## src/rtl/mac_pe_dot_if.sv

```systemverilog
// mac_pe_dot_if: operand-beat and result handshake bundle for the dot-product MAC PE.
// The master side is the operand streamer / result collector, the slave side is the PE.
interface mac_pe_dot_if #(
    parameter int DATA_WIDTH = 8,
    parameter int NUM_LANES  = 4,
    parameter int ACC_WIDTH  = 32,
    parameter int CNT_WIDTH  = 8
);
    logic [NUM_LANES*DATA_WIDTH-1:0] a_i;
    logic [NUM_LANES*DATA_WIDTH-1:0] b_i;
    logic                            in_valid_i;
    logic                            in_ready_o;
    logic                            signed_i;
    logic                            sat_en_i;
    logic [CNT_WIDTH-1:0]            k_len_i;
    logic                            acc_clr_i;
    logic [ACC_WIDTH-1:0]            out_data_o;
    logic                            out_ovf_o;
    logic                            out_valid_o;
    logic                            out_ready_i;
    logic                            busy_o;

    modport master (
        output a_i, b_i, in_valid_i, signed_i, sat_en_i, k_len_i, acc_clr_i, out_ready_i,
        input  in_ready_o, out_data_o, out_ovf_o, out_valid_o, busy_o
    );

    modport slave (
        input  a_i, b_i, in_valid_i, signed_i, sat_en_i, k_len_i, acc_clr_i, out_ready_i,
        output in_ready_o, out_data_o, out_ovf_o, out_valid_o, busy_o
    );
endinterface

```

## src/rtl/mac_pe_dot.sv

```systemverilog
// mac_pe_dot: pipelined dot-product MAC processing element.
// Stage 1 registers NUM_LANES lane products, stage 2 reduces them and accumulates
// over K beats with optional saturation; the result is held until the collector takes it.
module mac_pe_dot #(
    parameter int DATA_WIDTH = 8,
    parameter int NUM_LANES  = 4,
    parameter int ACC_WIDTH  = 32,
    parameter int CNT_WIDTH  = 8
) (
    input logic         clk_i,
    input logic         rst_ni,
    mac_pe_dot_if.slave bus
);
    localparam int PW = 2 * DATA_WIDTH;  // one lane product
    localparam int SW = ACC_WIDTH + 1;   // sum width with one guard bit for overflow

    typedef enum logic [2:0] {
        S_IDLE,
        S_ACCUM,
        S_DRAIN1,
        S_DRAIN2,
        S_HOLD
    } state_e;

    state_e               state_q, state_d;
    logic                 clr, accept, eff_signed;
    logic [CNT_WIDTH-1:0] cnt_q, k_q, k_first;
    logic                 signed_q, sat_q;
    logic [PW-1:0]        prod_d [NUM_LANES];
    logic [PW-1:0]        prod_q [NUM_LANES];
    logic                 p_valid_q, p_first_q;
    logic [SW-1:0]        sum_d, base, total;
    logic [ACC_WIDTH-1:0] acc_q, acc_next;
    logic                 ovf_q, ovf_pos, ovf_neg;
    logic [ACC_WIDTH-1:0] out_data_q;
    logic                 out_ovf_q, out_valid_q;

    function automatic logic [PW-1:0] ext_op(input logic [DATA_WIDTH-1:0] v, input logic sgn);
        return {{DATA_WIDTH{sgn & v[DATA_WIDTH-1]}}, v};
    endfunction

    assign clr            = bus.acc_clr_i;
    assign bus.in_ready_o = ((state_q == S_IDLE) || (state_q == S_ACCUM)) && !clr;
    assign accept         = bus.in_valid_i && bus.in_ready_o;
    assign k_first        = (bus.k_len_i == '0) ? CNT_WIDTH'(1) : bus.k_len_i;
    // The first beat's products use the live mode bit; later beats use the latched one.
    assign eff_signed     = (state_q == S_IDLE) ? bus.signed_i : signed_q;

    // FSM state register.
    always_ff @(posedge clk_i or negedge rst_ni) begin
        // NOTE: sequential state uses <= so every flop samples pre-edge values, regardless of block order.
        if (!rst_ni) state_q <= S_IDLE;
        else         state_q <= state_d;
    end

    // FSM next-state: job start, last beat, two drain cycles, result hold; abort wins.
    always_comb begin
        // NOTE: default assigned first so no path leaves state_d unassigned (no latch).
        state_d = state_q;
        case (state_q)
            S_IDLE:   if (accept) state_d = (k_first == CNT_WIDTH'(1)) ? S_DRAIN1 : S_ACCUM;
            S_ACCUM:  if (accept && (cnt_q + CNT_WIDTH'(1) == k_q)) state_d = S_DRAIN1;
            S_DRAIN1: state_d = S_DRAIN2;
            S_DRAIN2: state_d = S_HOLD;
            S_HOLD:   if (out_valid_q && bus.out_ready_i) state_d = S_IDLE;
            default:  state_d = S_IDLE;
        endcase
        if (clr) state_d = S_IDLE;
    end

    // Job control: beat count, job length and mode bits captured on the first beat.
    always_ff @(posedge clk_i or negedge rst_ni) begin
        if (!rst_ni) begin
            cnt_q    <= '0;
            k_q      <= '0;
            signed_q <= 1'b0;
            sat_q    <= 1'b0;
        end else if (clr) begin
            cnt_q <= '0;
        end else if (accept) begin
            if (state_q == S_IDLE) begin
                cnt_q    <= CNT_WIDTH'(1);
                k_q      <= k_first;
                signed_q <= bus.signed_i;
                sat_q    <= bus.sat_en_i;
            end else begin
                cnt_q <= cnt_q + CNT_WIDTH'(1);
            end
        end
    end

    // Stage 1: per-lane operand extension and multiplication.
    always_comb begin
        for (int i = 0; i < NUM_LANES; i++) begin
            prod_d[i] = ext_op(bus.a_i[i*DATA_WIDTH +: DATA_WIDTH], eff_signed)
                      * ext_op(bus.b_i[i*DATA_WIDTH +: DATA_WIDTH], eff_signed);
        end
    end

    // Stage 1 qualifiers: product valid and first-beat-of-job marker.
    always_ff @(posedge clk_i or negedge rst_ni) begin
        if (!rst_ni) begin
            p_valid_q <= 1'b0;
            p_first_q <= 1'b0;
        end else if (clr) begin
            p_valid_q <= 1'b0;
            p_first_q <= 1'b0;
        end else begin
            p_valid_q <= accept;
            p_first_q <= accept && (state_q == S_IDLE);
        end
    end

    // Stage 1 product register.
    always_ff @(posedge clk_i) begin
        // NOTE: product data has no reset; p_valid_q alone decides whether it is consumed.
        if (accept) begin
            for (int i = 0; i < NUM_LANES; i++) prod_q[i] <= prod_d[i];
        end
    end

    // Stage 2: reduce the products, add to the accumulator and classify overflow.
    always_comb begin
        sum_d = '0;
        for (int i = 0; i < NUM_LANES; i++) begin
            sum_d = sum_d + {{(SW-PW){signed_q & prod_q[i][PW-1]}}, prod_q[i]};
        end
        base     = p_first_q ? '0 : {signed_q & acc_q[ACC_WIDTH-1], acc_q};
        total    = base + sum_d;
        ovf_pos  = signed_q ? (!total[SW-1] && total[SW-2]) : total[SW-1];
        ovf_neg  = signed_q && total[SW-1] && !total[SW-2];
        acc_next = total[ACC_WIDTH-1:0];
        if (sat_q && ovf_pos)      acc_next = signed_q ? {1'b0, {(ACC_WIDTH-1){1'b1}}} : '1;
        else if (sat_q && ovf_neg) acc_next = {1'b1, {(ACC_WIDTH-1){1'b0}}};
    end

    // Stage 2 accumulator and sticky overflow; a saturated accumulator stays clamped.
    always_ff @(posedge clk_i or negedge rst_ni) begin
        if (!rst_ni) begin
            acc_q <= '0;
            ovf_q <= 1'b0;
        end else if (clr) begin
            acc_q <= '0;
            ovf_q <= 1'b0;
        end else if (p_valid_q && (p_first_q || !(sat_q && ovf_q))) begin
            acc_q <= acc_next;
            ovf_q <= (ovf_q & !p_first_q) | ovf_pos | ovf_neg;
        end
    end

    // Result registers: loaded at the end of drain, held until the output handshake.
    always_ff @(posedge clk_i or negedge rst_ni) begin
        if (!rst_ni) begin
            out_data_q  <= '0;
            out_ovf_q   <= 1'b0;
            out_valid_q <= 1'b0;
        end else if (clr) begin
            out_data_q  <= '0;
            out_ovf_q   <= 1'b0;
            out_valid_q <= 1'b0;
        end else if (state_q == S_DRAIN2) begin
            out_data_q  <= acc_q;
            out_ovf_q   <= ovf_q;
            out_valid_q <= 1'b1;
        end else if (out_valid_q && bus.out_ready_i) begin
            out_valid_q <= 1'b0;
        end
    end

    assign bus.out_data_o  = out_data_q;
    assign bus.out_ovf_o   = out_ovf_q;
    assign bus.out_valid_o = out_valid_q;
    assign bus.busy_o      = (state_q != S_IDLE);
endmodule

```

## src/flat_wrapper.sv

```systemverilog
// flat-port wrapper written by rule: the top's interface ports become plain ports
module mac_pe_dot_flat 
#(
    parameter int DATA_WIDTH = 8,
    parameter int NUM_LANES  = 4,
    parameter int ACC_WIDTH  = 32,
    parameter int CNT_WIDTH  = 8
)
  (clk_i, rst_ni, bus_a_i, bus_b_i, bus_in_valid_i, bus_signed_i, bus_sat_en_i, bus_k_len_i, bus_acc_clr_i, bus_out_ready_i, bus_in_ready_o, bus_out_data_o, bus_out_ovf_o, bus_out_valid_o, bus_busy_o);
  mac_pe_dot_if #(.DATA_WIDTH(DATA_WIDTH), .NUM_LANES(NUM_LANES), .ACC_WIDTH(ACC_WIDTH), .CNT_WIDTH(CNT_WIDTH)) bus_i ();
  input logic clk_i;
  input logic rst_ni;
  input wire logic [$bits(bus_i.a_i)-1:0] bus_a_i;
  input wire logic [$bits(bus_i.b_i)-1:0] bus_b_i;
  input wire logic [$bits(bus_i.in_valid_i)-1:0] bus_in_valid_i;
  input wire logic [$bits(bus_i.signed_i)-1:0] bus_signed_i;
  input wire logic [$bits(bus_i.sat_en_i)-1:0] bus_sat_en_i;
  input wire logic [$bits(bus_i.k_len_i)-1:0] bus_k_len_i;
  input wire logic [$bits(bus_i.acc_clr_i)-1:0] bus_acc_clr_i;
  input wire logic [$bits(bus_i.out_ready_i)-1:0] bus_out_ready_i;
  output wire logic [$bits(bus_i.in_ready_o)-1:0] bus_in_ready_o;
  output wire logic [$bits(bus_i.out_data_o)-1:0] bus_out_data_o;
  output wire logic [$bits(bus_i.out_ovf_o)-1:0] bus_out_ovf_o;
  output wire logic [$bits(bus_i.out_valid_o)-1:0] bus_out_valid_o;
  output wire logic [$bits(bus_i.busy_o)-1:0] bus_busy_o;
  assign bus_i.a_i = bus_a_i;
  assign bus_i.b_i = bus_b_i;
  assign bus_i.in_valid_i = bus_in_valid_i;
  assign bus_i.signed_i = bus_signed_i;
  assign bus_i.sat_en_i = bus_sat_en_i;
  assign bus_i.k_len_i = bus_k_len_i;
  assign bus_i.acc_clr_i = bus_acc_clr_i;
  assign bus_i.out_ready_i = bus_out_ready_i;
  assign bus_in_ready_o = bus_i.in_ready_o;
  assign bus_out_data_o = bus_i.out_data_o;
  assign bus_out_ovf_o = bus_i.out_ovf_o;
  assign bus_out_valid_o = bus_i.out_valid_o;
  assign bus_busy_o = bus_i.busy_o;
  mac_pe_dot #(.DATA_WIDTH(DATA_WIDTH), .NUM_LANES(NUM_LANES), .ACC_WIDTH(ACC_WIDTH), .CNT_WIDTH(CNT_WIDTH)) u_core (.clk_i(clk_i), .rst_ni(rst_ni), .bus(bus_i));
endmodule
```

## config.mk

```make
export PLATFORM = sky130hd
export DESIGN_NAME = mac_pe_dot_flat
export DESIGN_NICKNAME = d
export VERILOG_FILES = /design/src/rtl/mac_pe_dot_if.sv /design/src/rtl/mac_pe_dot.sv /design/src/flat_wrapper.sv
export SDC_FILE = /design/constraint.sdc
export NUM_CORES = 1
export LEC_CHECK = 0
export CAP_MARGIN = 20
export CORE_MARGIN = 3
export CORE_UTILIZATION = 63
export CTS_CLUSTER_SIZE = 25
export DETAILED_ROUTE_END_ITERATION = 7
export PLACE_DENSITY = 0.95
export SYNTH_ARGS = -nofsm -noshare
export SYNTH_HDL_FRONTEND = slang
export SYNTH_SLANG_ARGS = --single-unit
```

## constraint.sdc

```tcl
create_clock -name clk_i -period 8.1 [get_ports clk_i]
set_input_delay 1.62 -clock clk_i [delete_from_list [all_inputs] [get_ports clk_i]]
set_output_delay 1.62 -clock clk_i [all_outputs]
set_load 0.01 [all_outputs]
```

==> results.yml, run 1 <==
status:
  status: "complete, no violations"
clock_network:
  cts_root_buf: "clkbuf_16"
  clock_sinks: 154
  ctsHtreeMaxLevel: 4
  clk_latency_ns: 0.45
  clk_pin_slew_ns: 0.07
  ctsLongestPathBuffers: 2
  cts_tree: "yes"
  hold_buffers: 0
  cts_buffers: 17
worst_setup_path:
  crit_path_start_kind: "flop"
  crit_path_max_incr_delay_ns: 0.57
  worstPathMaxFanout: 16
  crit_path_end_kind: "flop"
  crit_arrival_ns: 8.02
  slowest_stage: "fa_2"
  path_class: "reg -> reg"
  required_ns: 8.43
drt:
  final_antenna_net_count: 0
  post_drt_wl_per_cell_um: 19.3
  drt-initial-drc-count: 1164
  drc_errors: 0
  via_per_inst: 6.05
  dr.pass1.iters: 5
  routed_wl_um: 48500
  via_count: 15200
synth:
  synth_top_family_by_area: "adder cells"
  postSynthCellCount: 2018
  yosys-top-cells-area: "fa_1 30%, ha_1 11%, dfrtp_1 11%, edfxtp_1 9.5%, inv_1 7.3%"
  synth-simple-area-share_pct: 13.0
  ys_ff_latch: 154
  yosys-top-cells-count: "389 x inv_1, 303 x fa_1, 183 x ha_1, 180 x nand2_1, 127 x and2_1"
  synth-xor-area-share_pct: 5.66
  synth.avg_cell_area_um2: 9.98
  synthAdderAreaFrac_pct: 41.5
  synthesis.area_um2: 20100
  synth_mux_area_share_pct: 0.559
  ys_seq_area_share_pct: 20.7
  synth_top_area_share_pct: 30.1
  synth_compound_area_share_pct: 9.96
  yosysMostFrequentCell: "inv_1"
  synth.distinct_cells: 65
  async_flop_share_pct: 58.4
  yosysTopAreaCell: "fa_1"
  syn_nets: 2583
  synth_edf_count: 64
  ys.flop_type: "dfrtp_1"
  ys_warn_count: 0
final_layout:
  drive_gt1_share_pct: 5.19
  final_nets: 2673
  antenna_cells: 0
  final_core_util_pct: 71.9
  area_delta_synth_final_pct: 11.0
timing:
  finalCritPeriodShare_pct: 95.0
  finalMaxSlewViolations: 0
  rsz0062_at_grt: "false"
  setup-tns-final_ns: 0
  setup_viol: 0
  post-route-min-period_ns: 7.69
  slew_headroom_pct: 34.7
  fin_worst_skew_ns: 0.0103
  worst_pin_slew_ns: 0.980
  fmax_mhz: 130
  report.final.hold_viol_count: 0
global_route:
  grt_pass1_wl_um: 81000
  grt_antenna_before_repair: 0
  grt_pass1_vias: 16700
  gr-usage-met3_pct: 4.58
  grt_max_degree: 66
  grt.total_usage_pct: 29.7
  grt-ovfl-total: 0
  met2_usage_pct: 52.4
  busiest_layer: "met2"
  use_met1_pct: 36.0
worst_hold_path:
  hp-class: "reg -> reg"
placement:
  hpwl_um: 37000
  port_buffers: 114
  place.gp.congestion: 0.915
floorplan:
  die_area_um2: 34100
  io_pins: 115
  rows: 64
  core_um2: 31100
  die_x_um: 185
  dieHeight_um: 185
  start_util_pct: 64.8
flow_run:
  max_cap_viol_count: 0
-- sequential cells by signal, indices dropped and copies added, names as in the netlist, 3 cells and up --
| register | count |
|---|---|
| u_core.prod_q | 64 |
| u_core.acc_q | 32 |
| u_core.bus.out_data_o | 32 |
| u_core.cnt_q | 8 |
| u_core.k_q | 8 |
| u_core.state_q | 3 |
-- routing by layer --
layer  part of all wire, %  vias up
li1                      -     6611
met1                    36     7541
met2                    51      853
met3                   7.2      220
met4                   5.3        0
met5                     0        -
-- stage by stage --
stage / area [um2] / setup WS, ns / hold WS (ns) / instances
3_5_place_dp: 21600 / 0.337 / 0.485 / 2479
6_report: 22300 / 0.409 / 0.498 / 2517
4_1_cts: 22300 / 0.286 / 0.502 / 2511
5_1_grt: 22300 / 0.0914 / 0.523 / 2517
3_3_place_gp: 21600 / 0.578 / 0.481 / 2479
2_1_floorplan: 20100 / 1.44 / 0.469 / 2018
-- area by class of cell --
type                    instances  area, um2
multi-input cells            1411      14200
clock inverters                13        169
inverters                     390       1470
well taps                     396        495
fillers                      1963       8730
flip-flops and latches        154       4170
repair buffers                134       1320
clock buffers                  19        475
-- timing repair --
action                     in CTS  in global routing
buffers inserted                0                  4
resized for setup               0                  3
setup endpoints to repair       0                 16
-- cells in the final DEF, fill, tap and decap left out, types with 21 or more instances in the layout --
cell,instances
nand2b_1,30
and2_1,127
a21oi_1,65
a221o_1,31
o21ai_0,36
xor2_1,22
nand3_1,21
a22o_1,34
a21o_1,32
dfrtp_1,90
fa_1,302
nand2_1,180
nor2b_1,28
and3_1,23
xnor2_1,105
or2_2,25
inv_1,387
nor2_1,48
edfxtp_1,64
ha_1,183
clkdlybuf4s50_1,113
-- worst paths after layout --
kind	slack, ns	end	start	cells past startpoint
max	0.41	u_core.acc_q[0]$_DFFE_PN0P_	u_core.prod_q[1][1]$_DFFE_PP_	28
max in group asynchronous	5.94	u_core.bus.out_data_o[12]$_DFFE_PN0P_	rst_ni	2
max reg2reg	0.41	u_core.acc_q[0]$_DFFE_PN0P_	u_core.prod_q[1][1]$_DFFE_PP_	28
min	0.50	u_core.bus.out_data_o[22]$_DFFE_PN0P_	u_core.bus.out_data_o[22]$_DFFE_PN0P_	1
min reg2reg	0.50	u_core.bus.out_data_o[22]$_DFFE_PN0P_	u_core.bus.out_data_o[22]$_DFFE_PN0P_	1
min in group asynchronous	1.07	u_core.acc_q[27]$_DFFE_PN0P_	rst_ni	1
-- cell families after synthesis --
kind of cell / after synthesis
AND/OR/NAND/NOR: 510
adder cells (fa/ha/maj): 486
buffers and inverters: 453
AO/OA/AOI/OAI: 277
flip-flops: 154
XOR/XNOR: 128
multiplexers: 10
-- worst max-delay path: cells and delay by family (launching register included) --
family,cells,cell delay [ns]
adder cells (fa/ha/maj),4,1.61
buffers and inverters,4,0.84
AND/OR/NAND/NOR,7,1.36
AO/OA/AOI/OAI,13,3.31
flip-flops,1,0.43
Power of run 1 is left out: the tool's default activity adds up to more than one toggle a clock period on the data nets, which glitch-free logic cannot reach.
==> inputs of run 2 (changes only) <==
--- a/config.mk
+++ b/config.mk
@@ -6,11 +6,13 @@
 export NUM_CORES = 1
 export LEC_CHECK = 0
 export CAP_MARGIN = 20
+export CELL_PAD_IN_SITES_DETAIL_PLACEMENT = 0
+export CELL_PAD_IN_SITES_GLOBAL_PLACEMENT = 2
 export CORE_MARGIN = 3
-export CORE_UTILIZATION = 63
+export CORE_UTILIZATION = 41
 export CTS_CLUSTER_SIZE = 25
 export DETAILED_ROUTE_END_ITERATION = 7
-export PLACE_DENSITY = 0.95
+export PLACE_DENSITY_LB_ADDON = 0.1
 export SYNTH_ARGS = -nofsm -noshare
 export SYNTH_HDL_FRONTEND = slang
 export SYNTH_SLANG_ARGS = --single-unit
==> run 2 against run 1 <==
Effect of this change: register-to-register slack better by 0.19 ns; cell area is 0.81% higher; maximum frequency is 2.6% higher; clock skew is 0.00060 ns lower; critical path depth is 2 lower.
==> results.yml, run 2 (synthesized netlist as in run 1, its figures left out) <==
drt:
  via_count: 13700
  final_antenna_net_count: 0
  drt-initial-drc-count: 698
  drc_errors: 0
  routed_wl_um: 45400
  post_drt_wl_per_cell_um: 16.4
  dr.pass1.iters: 5
  via_per_inst: 4.95
placement:
  postPlaceCellArea_um2: 22000
  port_buffers: 114
  hpwl_um: 37300
  place.gp.congestion: 0.806
final_layout:
  area_delta_synth_final_pct: 11.9
  drive_gt1_share_pct: 4.86
  max_flop_register: "u_core.prod_q"
  fin_area_um2: 22500
  final_nets: 2671
  final_cell_mix: "388 x inv_1, 303 x fa_1, 183 x ha_1"
  antenna_cells: 0
  layout_commonest_cell: "inv_1"
  largest_reg_flops: 64
global_route:
  grt_max_degree: 70
  grt_pass1_wl_um: 75900
  grt.total_usage_pct: 18.4
  grt-ovfl-total: 0
  grt_antenna_before_repair: 0
  grt_pass1_vias: 14600
floorplan:
  rows: 80
  start_util_pct: 41.8
  core_um2: 48100
  io_pins: 115
  dieHeight_um: 228
  die_area_um2: 51800
  die_x_um: 228
worst_setup_path:
  required_ns: 8.46
  worstPathMaxFanout: 23
  crit_arrival_ns: 7.86
  crit_path_end_kind: "flop"
  path_class: "reg -> reg"
  crit_top_cell: "a21o_1"
  slowest_stage: "fa_1"
  crit_path_start_kind: "flop"
  crit_path_max_incr_delay_ns: 0.58
timing:
  finalMaxSlewViolations: 0
  fin_worst_skew_ns: 0.00973
  worst_pin_slew_ns: 0.982
  post-route-min-period_ns: 7.50
  rsz0062_at_grt: "false"
  report.final.hold_viol_count: 0
  setup_viol: 0
  fmax_mhz: 133
  finalCritPeriodShare_pct: 92.6
  slew_headroom_pct: 34.4
  setup-tns-final_ns: 0
clock_network:
  clk_latency_ns: 0.43
  clock_sinks: 154
  cts_resized: 0
  cts_setup_buffers: 0
  cts_tree: "yes"
  hold_buffers: 0
  ctsLongestPathBuffers: 2
  clk_pin_slew_ns: 0.06
  cts_root_buf: "clkbuf_16"
  ctsHtreeMaxLevel: 4
  cts_buffers: 17
worst_hold_path:
  hp-class: "reg -> reg"
status:
  status: "complete, no violations"
flow_run:
  max_cap_viol_count: 0
==> run 2: cell types whose count changed in the layout (fill, tap and decap cells not counted), sizes merged <==
cell | before | now
clkinv | 4 | 6
clkbuf | 19 | 21
inv | 396 | 394
bufinv | 2 | 0
buf | 21 | 19
clkinvlp | 1 | 0
==> run 2: routing by layer <==
metal | global-route usage (%) | routed length (um)
met5 | 0 | 0
met4 | 3.74 | 672
met3 | 1.48 | 987
met2 | 30.1 | 21300
met1 | 27.2 | 22500
==> run 2: cell type report <==
cell class,instances,area [um2]
fill,4648,25600
sequential,154,4170
clock buffer,21,465
tap,656,821
timing repair buffer,132,1270
multi-input combinational,1411,14300
clock inverter,10,67.6
inverter,390,1460
==> run 2: per-stage QoR <==
step                util (%)  hold slack [ns]  cells  setup slack, ns
floorplan                  -            0.469   2018             1.44
global placement        45.7            0.481   2743            0.764
detailed placement      45.7            0.484   2743            0.662
CTS                     46.8            0.501   2774            0.575
global route            46.8            0.523   2774            0.138
finish                  46.8            0.494   2774            0.600
==> run 2: final timing paths <==
path	from	end	slack (ns)	cells after the start
min reg2reg	u_core.bus.out_data_o[29]$_DFFE_PN0P_	u_core.bus.out_data_o[29]$_DFFE_PN0P_	0.49	1
max in group asynchronous	rst_ni	u_core.acc_q[17]$_DFFE_PN0P_	5.86	2
max	u_core.prod_q[1][1]$_DFFE_PP_	u_core.acc_q[19]$_DFFE_PN0P_	0.60	26
min	u_core.bus.out_data_o[29]$_DFFE_PN0P_	u_core.bus.out_data_o[29]$_DFFE_PN0P_	0.49	1
max reg2reg	u_core.prod_q[1][1]$_DFFE_PP_	u_core.acc_q[19]$_DFFE_PN0P_	0.60	26
min in group asynchronous	rst_ni	u_core.bus.out_data_o[28]$_DFFE_PN0P_	1.06	1
==> run 2: critical path, delay by kind of cell (launching register included) <==
kind	cells	cell delay (ns)
AOI/OAI and AO/OA	15	3.71
adders and majority gates	4	1.58
buffers and inverters	4	1.11
DFF	1	0.42
muxes	1	0.38
and+or+nand+nor	2	0.22
Power of run 2 is left out for the same reason.
==> inputs of run 3 (changes only) <==
--- a/config.mk
+++ b/config.mk
@@ -12,6 +12,7 @@
 export CORE_UTILIZATION = 41
 export CTS_CLUSTER_SIZE = 25
 export DETAILED_ROUTE_END_ITERATION = 7
+export MAX_ROUTING_LAYER = met4
 export PLACE_DENSITY_LB_ADDON = 0.1
 export SYNTH_ARGS = -nofsm -noshare
 export SYNTH_HDL_FRONTEND = slang
==> run 3 against run 2 <==
Effect of this change: first-iteration DRC count is 2.3% lower; routed wire length hardly changed; non-clock buffer count stayed put; clock-buffer cell count stayed put; core utilization stayed put; cell area stayed put; setup slack better by 0.0099 ns; hold slack hardly changed; die area stayed put; sequential share of layout area stayed put.
==> results.yml, run 3 (synthesized netlist as in run 1, its figures left out) <==
status:
  status: "complete, no violations"
global_route:
  busiest_layer: "met2"
  use_met1_pct: 27.2
  grt_max_degree: 70
  grt-ovfl-total: 0
  gr-usage-met3_pct: 1.46
  grt_antenna_before_repair: 0
  grt_pass1_vias: 14600
  met2_usage_pct: 30.1
  grt_pass1_wl_um: 75900
  grt.total_usage_pct: 19.0
timing:
  finalMaxSlewViolations: 0
  fmax_mhz: 134
  setup_viol: 0
  post-route-min-period_ns: 7.49
  fin_worst_skew_ns: 0.0112
  setup-tns-final_ns: 0
  slew_headroom_pct: 34.5
  worst_pin_slew_ns: 0.981
  worst_slack_ns: 0.610
  rsz0062_at_grt: "false"
  report.final.hold_viol_count: 0
  finalCritPeriodShare_pct: 92.5
clock_network:
  clock_sinks: 154
  clk_latency_ns: 0.43
  cts_tree: "yes"
  cts_buffers: 17
  cts_root_buf: "clkbuf_16"
  clk_pin_slew_ns: 0.06
  hold_buffers: 0
  cts_setup_buffers: 0
  cts_resized: 0
  ctsHtreeMaxLevel: 4
  ctsLongestPathBuffers: 2
drt:
  routed_wl_um: 45400
  via_per_inst: 4.94
  drt-initial-drc-count: 682
  via_count: 13700
  dr.pass1.iters: 4
  final_antenna_net_count: 0
  post_drt_wl_per_cell_um: 16.4
  drc_errors: 0
worst_setup_path:
  required_ns: 8.45
  crit_arrival_ns: 7.84
  path_class: "reg -> reg"
  reg2reg_from: "u_core.prod_q[1][1]$_DFFE_PP_"
  reg2reg_slack_ns: 0.61
  crit_path_start_kind: "flop"
  worstPathMaxFanout: 23
  crit_path_end_kind: "flop"
  critPathLaunch: "u_core.prod_q[1][1]$_DFFE_PP_"
final_layout:
  fin_area_um2: 22500
  largest_reg_flops: 64
  layout_commonest_cell: "inv_1"
  area_delta_synth_final_pct: 11.9
  final_cell_mix: "388 x inv_1, 303 x fa_1, 183 x ha_1"
  max_flop_register: "u_core.prod_q"
  antenna_cells: 0
  drive_gt1_share_pct: 4.86
  final_nets: 2671
floorplan:
  start_util_pct: 41.8
  io_pins: 115
  dieHeight_um: 228
  die_x_um: 228
  rows: 80
  die_area_um2: 51800
  core_um2: 48100
flow_run:
  max_cap_viol_count: 0
worst_hold_path:
  min_from: "u_core.bus.out_data_o[29]$_DFFE_PN0P_"
  hp-class: "reg -> reg"
placement:
  dp_slack_ns: 0.662
  port_buffers: 114
  hpwl_um: 37300
  place.gp.congestion: 0.818
  postPlaceCellArea_um2: 22000
run 3: cell counts in the layout (fill, tap and decap cells not counted):
No cell type changed its count.
run 3: layout make-up:
class                      instances  area (um2)
inverter                         390        1460
tap                              656         821
clock buffer                      21         465
clock inverter                    10        67.6
fill                            4648       25600
sequential                       154        4170
multi-input combinational       1411       14300
timing repair buffer             132        1270
run 3: worst paths after layout:
check                                                              to  depth (start not counted)
worst max-delay path                     u_core.acc_q[17]$_DFFE_PN0P_                         26
worst min-delay path            u_core.bus.out_data_o[29]$_DFFE_PN0P_                          1
min in group asynchronous       u_core.bus.out_data_o[28]$_DFFE_PN0P_                          1
worst max register to register           u_core.acc_q[17]$_DFFE_PN0P_                         26
worst min register to register  u_core.bus.out_data_o[29]$_DFFE_PN0P_                          1
max in group asynchronous                u_core.acc_q[17]$_DFFE_PN0P_                          2
run 3: routing by layer:
| layer | share of wire, % | vias to the layer above |
|---|---|---|
| li1 | - | 6578 |
| met1 | 49 | 6957 |
| met2 | 47 | 142 |
| met3 | 2.2 | 31 |
| met4 | 1.4 | 0 |
| met5 | 0 | - |
run 3: per-stage QoR:
step / util (%) / hold slack (ns) / std cells
3_3_place_gp: 45.7 / 0.481 / 2743
4_1_cts: 46.8 / 0.501 / 2774
2_1_floorplan: - / 0.469 / 2018
3_5_place_dp: 45.7 / 0.484 / 2743
5_1_grt: 46.8 / 0.523 / 2774
6_report: 46.8 / 0.493 / 2774
run 3: worst max-delay path, cell delays in order (launching register included):
cell      delay [ns]
edfxtp_1        0.42
ha_1            0.31
a21o_1          0.16
a21oi_1         0.22
nor2b_1         0.08
o21ai_0         0.23
a21oi_1         0.15
a211oi_1        0.25
nor3_1          0.14
a211o_1         0.28
a21o_1          0.20
o31ai_1         0.33
fa_1            0.58
inv_1           0.41
buf_4           0.26
fa_1            0.42
inv_1           0.07
ha_1            0.27
a21o_1          0.20
a21o_1          0.17
a21oi_1         0.26
mux2_2          0.38
a311oi_2        0.45
a21oi_2         0.15
a211oi_4        0.49
buf_4           0.38
a221o_1         0.16
Power of run 3 is left out for the same reason.
